==> src/rtl/pulse_gen_pkg.sv <==
// pulse_gen_pkg
//   Shared definitions for the pulse train generator: controller state
//   encoding and the default widths of the timing and count fields.
package pulse_gen_pkg;

  // Default width of the WIDTH/PERIOD timing fields (clock cycles).
  localparam int DEF_CNT_W = 16;
  // Default width of the COUNT field and the SENT counter.
  localparam int DEF_NUM_W = 8;

  // Controller states. The encoding is fixed so that it reads the same
  // in waveforms and in any software that inspects it.
  typedef enum logic [1:0] {
    IDLE   = 2'd0,
    HIGH   = 2'd1,
    LOW    = 2'd2,
    FINISH = 2'd3
  } state_t;

endpackage

==> src/rtl/pulse_timer.sv <==
// pulse_timer
//   Phase timer for pulse_gen. It is a down-counter that is loaded with the
//   length of a phase when the phase is entered. It then counts down while
//   enabled, and flags the last cycle of the phase.
//
// Ports
//   CLK       in   system clock, rising edge
//   RST       in   asynchronous active-high reset
//   load      in   load load_val into the counter (wins over en)
//   load_val  in   phase length in cycles, CNT_W bits
//   en        in   count down this cycle
//   expire    out  current cycle is the last one of the phase
module pulse_timer
  import pulse_gen_pkg::*;
#(
  parameter int CNT_W = DEF_CNT_W
) (
  input  logic             CLK,
  input  logic             RST,
  input  logic             load,
  input  logic [CNT_W-1:0] load_val,
  input  logic             en,
  output logic             expire
);

  logic [CNT_W-1:0] cnt_reg;

  always_ff @(posedge CLK or posedge RST) begin
    if (RST) begin
      cnt_reg <= '0;
    end else if (load) begin
      cnt_reg <= load_val;
    end else if (en && (cnt_reg != '0)) begin
      // Stop at zero so that a zero load cannot wrap around into a long phase.
      cnt_reg <= cnt_reg - CNT_W'(1);
    end
  end

  // A phase of N cycles is loaded with N. The counter therefore reads 1
  // during the phase's last cycle.
  assign expire = en && (cnt_reg == CNT_W'(1));

endmodule

==> src/rtl/pulse_gen.sv <==
// pulse_gen
//   Programmable pulse train generator. A START accepted in IDLE captures
//   WIDTH, PERIOD and COUNT. The generator then emits COUNT pulses, or
//   runs without end when COUNT is 0. Each pulse is WIDTH cycles high and
//   is followed by max(PERIOD-WIDTH, 1) cycles low. After the last pulse,
//   DONE strobes for one cycle. ABORT ends the train at once and gives no
//   DONE. All outputs come straight from flops.
//
// Ports
//   CLK     in   system clock, rising edge
//   RST     in   asynchronous active-high reset
//   START   in   request a train (sampled in IDLE only)
//   ABORT   in   stop the running train; beats START in IDLE
//   WIDTH   in   high time per pulse, CNT_W bits
//   PERIOD  in   pulse-to-pulse period, CNT_W bits
//   COUNT   in   number of pulses, NUM_W bits, 0 = continuous
//   PULSE   out  registered pulse output
//   BUSY    out  a train is in progress
//   DONE    out  one-cycle strobe on normal completion
//   SENT    out  pulses completed in the current or last train (wraps)
module pulse_gen
  import pulse_gen_pkg::*;
#(
  parameter int CNT_W = DEF_CNT_W,
  parameter int NUM_W = DEF_NUM_W
) (
  input  logic             CLK,
  input  logic             RST,
  input  logic             START,
  input  logic             ABORT,
  input  logic [CNT_W-1:0] WIDTH,
  input  logic [CNT_W-1:0] PERIOD,
  input  logic [NUM_W-1:0] COUNT,
  output logic             PULSE,
  output logic             BUSY,
  output logic             DONE,
  output logic [NUM_W-1:0] SENT
);

  state_t           state_reg, state_next;
  logic [CNT_W-1:0] width_reg, width_next;
  logic [CNT_W-1:0] period_reg, period_next;
  logic [NUM_W-1:0] count_reg, count_next;
  logic [NUM_W-1:0] sent_reg, sent_next;
  logic             pulse_reg, pulse_next;
  logic             busy_reg, busy_next;
  logic             done_reg, done_next;

  logic             tmr_load;
  logic [CNT_W-1:0] tmr_val;
  logic             tmr_en;
  logic             tmr_expire;
  logic [CNT_W-1:0] low_len;

  // The low phase fills the rest of the period. It never drops below one
  // cycle, so successive pulses always stay separated.
  assign low_len = (period_reg > width_reg) ? (period_reg - width_reg) : CNT_W'(1);

  pulse_timer #(
    .CNT_W (CNT_W)
  ) u_timer (
    .CLK      (CLK),
    .RST      (RST),
    .load     (tmr_load),
    .load_val (tmr_val),
    .en       (tmr_en),
    .expire   (tmr_expire)
  );

  always_ff @(posedge CLK or posedge RST) begin
    if (RST) begin
      state_reg  <= IDLE;
      width_reg  <= '0;
      period_reg <= '0;
      count_reg  <= '0;
      sent_reg   <= '0;
      pulse_reg  <= 1'b0;
      busy_reg   <= 1'b0;
      done_reg   <= 1'b0;
    end else begin
      state_reg  <= state_next;
      width_reg  <= width_next;
      period_reg <= period_next;
      count_reg  <= count_next;
      sent_reg   <= sent_next;
      pulse_reg  <= pulse_next;
      busy_reg   <= busy_next;
      done_reg   <= done_next;
    end
  end

  always_comb begin
    state_next  = state_reg;
    width_next  = width_reg;
    period_next = period_reg;
    count_next  = count_reg;
    sent_next   = sent_reg;
    pulse_next  = pulse_reg;
    busy_next   = busy_reg;
    done_next   = 1'b0;
    tmr_load    = 1'b0;
    tmr_val     = width_reg;
    tmr_en      = 1'b0;

    case (state_reg)
      IDLE: begin
        pulse_next = 1'b0;
        busy_next  = 1'b0;
        if (START && !ABORT) begin
          width_next  = WIDTH;
          period_next = PERIOD;
          count_next  = COUNT;
          sent_next   = '0;
          busy_next   = 1'b1;
          // PULSE is a flop, so it is set here to rise on the accepting edge.
          pulse_next  = (WIDTH != '0);
          tmr_load    = 1'b1;
          tmr_val     = WIDTH;
          state_next  = HIGH;
        end
      end

      HIGH: begin
        tmr_en = 1'b1;
        if (ABORT) begin
          pulse_next = 1'b0;
          busy_next  = 1'b0;
          state_next = IDLE;
        end else if (width_reg == '0) begin
          // A zero-width train spends one silent cycle here, then finishes.
          pulse_next = 1'b0;
          done_next  = 1'b1;
          state_next = FINISH;
        end else if (tmr_expire) begin
          pulse_next = 1'b0;
          sent_next  = sent_reg + NUM_W'(1);
          tmr_load   = 1'b1;
          tmr_val    = low_len;
          state_next = LOW;
        end
      end

      LOW: begin
        tmr_en = 1'b1;
        if (ABORT) begin
          pulse_next = 1'b0;
          busy_next  = 1'b0;
          state_next = IDLE;
        end else if (tmr_expire) begin
          if ((count_reg != '0) && (sent_reg == count_reg)) begin
            done_next  = 1'b1;
            state_next = FINISH;
          end else begin
            pulse_next = 1'b1;
            tmr_load   = 1'b1;
            tmr_val    = width_reg;
            state_next = HIGH;
          end
        end
      end

      FINISH: begin
        // DONE is high during this cycle. BUSY drops on the edge that
        // returns the controller to IDLE.
        busy_next  = 1'b0;
        state_next = IDLE;
      end

      default: begin
        state_next = IDLE;
      end
    endcase
  end

  assign PULSE = pulse_reg;
  assign BUSY  = busy_reg;
  assign DONE  = done_reg;
  assign SENT  = sent_reg;

endmodule

==> config.mk <==
export PLATFORM = sky130hd
export DESIGN_NAME = pulse_gen
export DESIGN_NICKNAME = d
export VERILOG_FILES = /design/src/rtl/pulse_gen_pkg.sv /design/src/rtl/pulse_timer.sv /design/src/rtl/pulse_gen.sv
export SDC_FILE = /design/constraint.sdc
export NUM_CORES = 1
export LEC_CHECK = 0
export BUFFER_PORTS_ARGS = -buffer_cell sky130_fd_sc_hd__buf_2
export CAP_MARGIN = 30
export CORE_ASPECT_RATIO = 0.8
export CORE_UTILIZATION = 60
export CTS_BUF_LIST = sky130_fd_sc_hd__clkbuf_8
export DETAILED_ROUTE_END_ITERATION = 7
export GPL_ROUTABILITY_DRIVEN = 0
export PLACE_DENSITY = 0.81
export SYNTH_ARGS = -nofsm -noshare
export SYNTH_HDL_FRONTEND = slang
export SYNTH_SLANG_ARGS = --single-unit
==> constraint.sdc <==
create_clock -name CLK -period 2.9 [get_ports CLK]
set_input_delay 0.58 -clock CLK [delete_from_list [all_inputs] [get_ports CLK]]
set_output_delay 0.58 -clock CLK [all_outputs]
set_load 0.02 [all_outputs]
==> flow_metrics.env <==
export IMPL_outcome="complete, no violations"
export IMPL_swShare_pct=47.4
export IMPL_end_kind="flop"
export IMPL_grt_first_pass_wirelength_um=20600
export IMPL_rsz0062_at_grt="false"
export IMPL_max_cap_viol_count=0
export IMPL_hpwl_um=9520
export IMPL_critPathTopFamily="compound AO/OA/AOI/OAI gates"
export IMPL_seq_area_frac_synth_pct=38.5
export IMPL_htreeDepth=3
export IMPL_synth_ff_type="dfrtp_1"
export IMPL_powerDensity_mw_per_mm2=1220
export IMPL_async_reset_ff_share_pct=100
export IMPL_fin_area_mm2=0.00517
export IMPL_final_hold_viol_count=0
export IMPL_finalWirelength_um=12700
export IMPL_cp_slowest_cell="a222oi_1"
export IMPL_tns_ps=0
export IMPL_p_leak_nw=2.52
export IMPL_path_common_cell="a21o_1"
export IMPL_cp_max_fo=9
export IMPL_syn_inst=537
export IMPL_crit_arrival_ps=3050
export IMPL_hp_class="in -> async"
export IMPL_antenna_found_initial=0
export IMPL_vias=4393
export IMPL_drc=0
export IMPL_syn_avg_cell_area_um2=8.34
export IMPL_viasPerCell=6.31
export IMPL_crit_start="width_reg[13]"
export IMPL_drive_gt1_share_pct=16.9
export IMPL_cts_path_max_buffers=2
export IMPL_syn_cell_area_mm2=0.00448
export IMPL_cts_root_buf="clkbuf_8"
export IMPL_cp_required_ps=3130
export IMPL_grt_max_degree=25
export IMPL_placed_area_mm2=0.00492
export IMPL_core_mm2=0.00706
export IMPL_grt_pass1_vias=4031
export IMPL_utilization_pct=73.3
export IMPL_clock_skew_ps=13.5
export IMPL_slew_headroom_pct=50.1
export IMPL_rows=27
export IMPL_yosys_warnings=0
export IMPL_synth_edf_count=0
export IMPL_die_area_mm2=0.00782
export IMPL_critPathKind="reg -> reg"
export IMPL_final_max_slew_viol_count=0
export IMPL_setup_violations=0
export IMPL_seqPwrFrac_pct=28.5
export IMPL_cts_tree="done"
export IMPL_syn_nets=605
export IMPL_p_switching_mw=2.99
export IMPL_start_util_pct=63.4
export IMPL_numClockSinks=69
export IMPL_cts_hold_buf=0
export IMPL_tightestPinTransition_ps=743
export IMPL_dr_first_iter_drc_count=534
export IMPL_clk_latency_ps=360
export IMPL_period_needed_ps=2820
export IMPL_fp_dieW_um=98.6
export IMPL_clk_pin_slew_ps=80
export IMPL_portBuffers=54
export IMPL_vdd_drop_max_mv=0.790
export IMPL_ys_types=64
export IMPL_synthToLayoutAreaGrowth_pct=15.5
export IMPL_pin_count=55
export IMPL_nets=672
export IMPL_r2r_start="width_reg[13]"
export IMPL_grt_usage_pct=34.7
export IMPL_worstPathCellList="inv_1 -> ha_1 -> a21o_1 -> a21o_1 -> a221o_1 -> o21ai_2 -> nor2_4 -> a222oi_1 -> o21ai_1"
export IMPL_total_power_mw=6.30
export IMPL_n_antenna_cell=0
export IMPL_internal_power_mw=3.31
export IMPL_cp_num_buf_inv=1
export IMPL_ys_seq_elements=69
export IMPL_cts_made_buffers=9
export IMPL_start_kind="flop"
export IMPL_pwr_share_clk_pct=14.1
export IMPL_whs_ps=251
export IMPL_synth_top_cell_area_share_pct=38.5
export IMPL_slowest_delay_ps=500
export IMPL_period_share_pct=97.2
export IMPL_p_comb_share_pct=57.4
export IMPL_synthTopCellsByArea="dfrtp_1 (39%), nand2_1 (9.9%), ha_1 (6.4%)"
export IMPL_drtAntennaViolNets=0
export IMPL_yosysTopAreaCell="dfrtp_1"
export IMPL_grt_overflow_total=0
export IMPL_die_h_um=79.3
export IMPL_wl_per_cell_um=18.2
export IMPL_clock_fmax_mhz=355
export IMPL_dr_pass1_iters=6
[worst register-to-register path, stage by stage, from the launching register on]
cell      delay, ps
dfrtp_1         440
inv_1            90
ha_1            370
a21o_1          210
a21o_1          190
a221o_1         410
o21ai_2         270
nor2_4          110
a222oi_1        500
o21ai_1         110
[stage by stage]
step | setup WS [ps] | cells
after floorplan | 234 | 537
after global placement | 71.4 | 678
after detailed placement | -47.1 | 678
after CTS | 67.5 | 694
after global routing | 1.81 | 696
final | 80.7 | 696
[what timing repair did]
action                                  4_1_cts  5_1_grt
endpoints found under the setup margin        2       10
pin swaps                                     0        2
resized for setup                             1        4
setup buffers                                 0        2
[power by group through the flow]
stage	clock network [mW]	registers (mW)	logic [mW]
finish	0.887	1.80	3.62
global route	0.937	1.84	3.95
CTS	0.906	1.78	3.48
floorplan	0	1.72	2.57
global placement	0	1.77	3.32
detailed placement	0	1.80	3.45
[cell usage in the layout (no fill, tap or decap), types with 4 or more instances in the layout]
cell	synthesis	layout
nand2_1	118	118
dfrtp_1	69	69
buf_2	2	54
nor2_1	38	37
o21ai_0	34	33
inv_1	31	30
ha_1	23	23
a21oi_1	22	22
buf_4	0	20
xor2_1	19	19
nor4_1	16	16
xnor2_1	16	16
nor3_1	14	14
clkbuf_8	0	9
nand4_1	8	8
nand3_1	7	7
a222oi_1	7	7
nor2b_1	6	6
or3_1	6	6
a21o_1	6	6
o21ai_1	6	6
o211ai_1	5	5
a211oi_1	5	4
a22oi_1	4	4
nand2b_1	4	4
a31oi_1	4	4
mux2i_1	4	4
[layer usage]
metal	vias to the layer above	part of all wire, %	track usage (%)
met1	2057	42	47.7
met2	257	44	52.3
met3	47	11	9.86
met4	0	3.2	13.0
li1	2032	-	-
met5	-	0	0
[cells by family (layout without fill, tap and decap cells)]
logic type / Yosys count / after routing / share of synthesized area [%]
compound gates: 122 / 122 / 18.2
flops: 69 / 69 / 38.5
fa+ha+maj: 24 / 24 / 6.87
simple gates: 233 / 233 / 24.0
xor+xnor: 35 / 35 / 6.84
mux: 5 / 5 / 1.15
buf+inv: 49 / 121 / 4.33
[synthesized netlist by cell type, types with 8 or more instances]
cell,n
o21ai_0,34
inv_1,31
a21oi_1,22
nand2_1,118
xor2_1,19
ha_1,23
nor4_1,16
nor3_1,14
nor2_1,38
nand4_1,8
clkbuf_1,12
xnor2_1,16
dfrtp_1,69
[cell type report]
class	count	area, µm²
Fill cell	551	1890
Sequential cell	69	1730
Multi-Input combinational cell	419	2580
Tap cell	87	109
Inverter	31	116
Clock buffer	9	124
Clock inverter	7	96.3
Timing Repair Buffer	74	420
[final timing paths]
kind	endpoint	slack (ps)	cells after the start
max	u_timer.cnt_reg[8]	80	9
max reg2reg	u_timer.cnt_reg[8]	80	9
min in group CLK	period_reg[5]	400	3
max in group asynchronous	width_reg[12]	1910	3
min	period_reg[3]	250	2
min reg2reg	period_reg[4]	490	2
No activity file was read; power rests on OpenSTA's default activity.
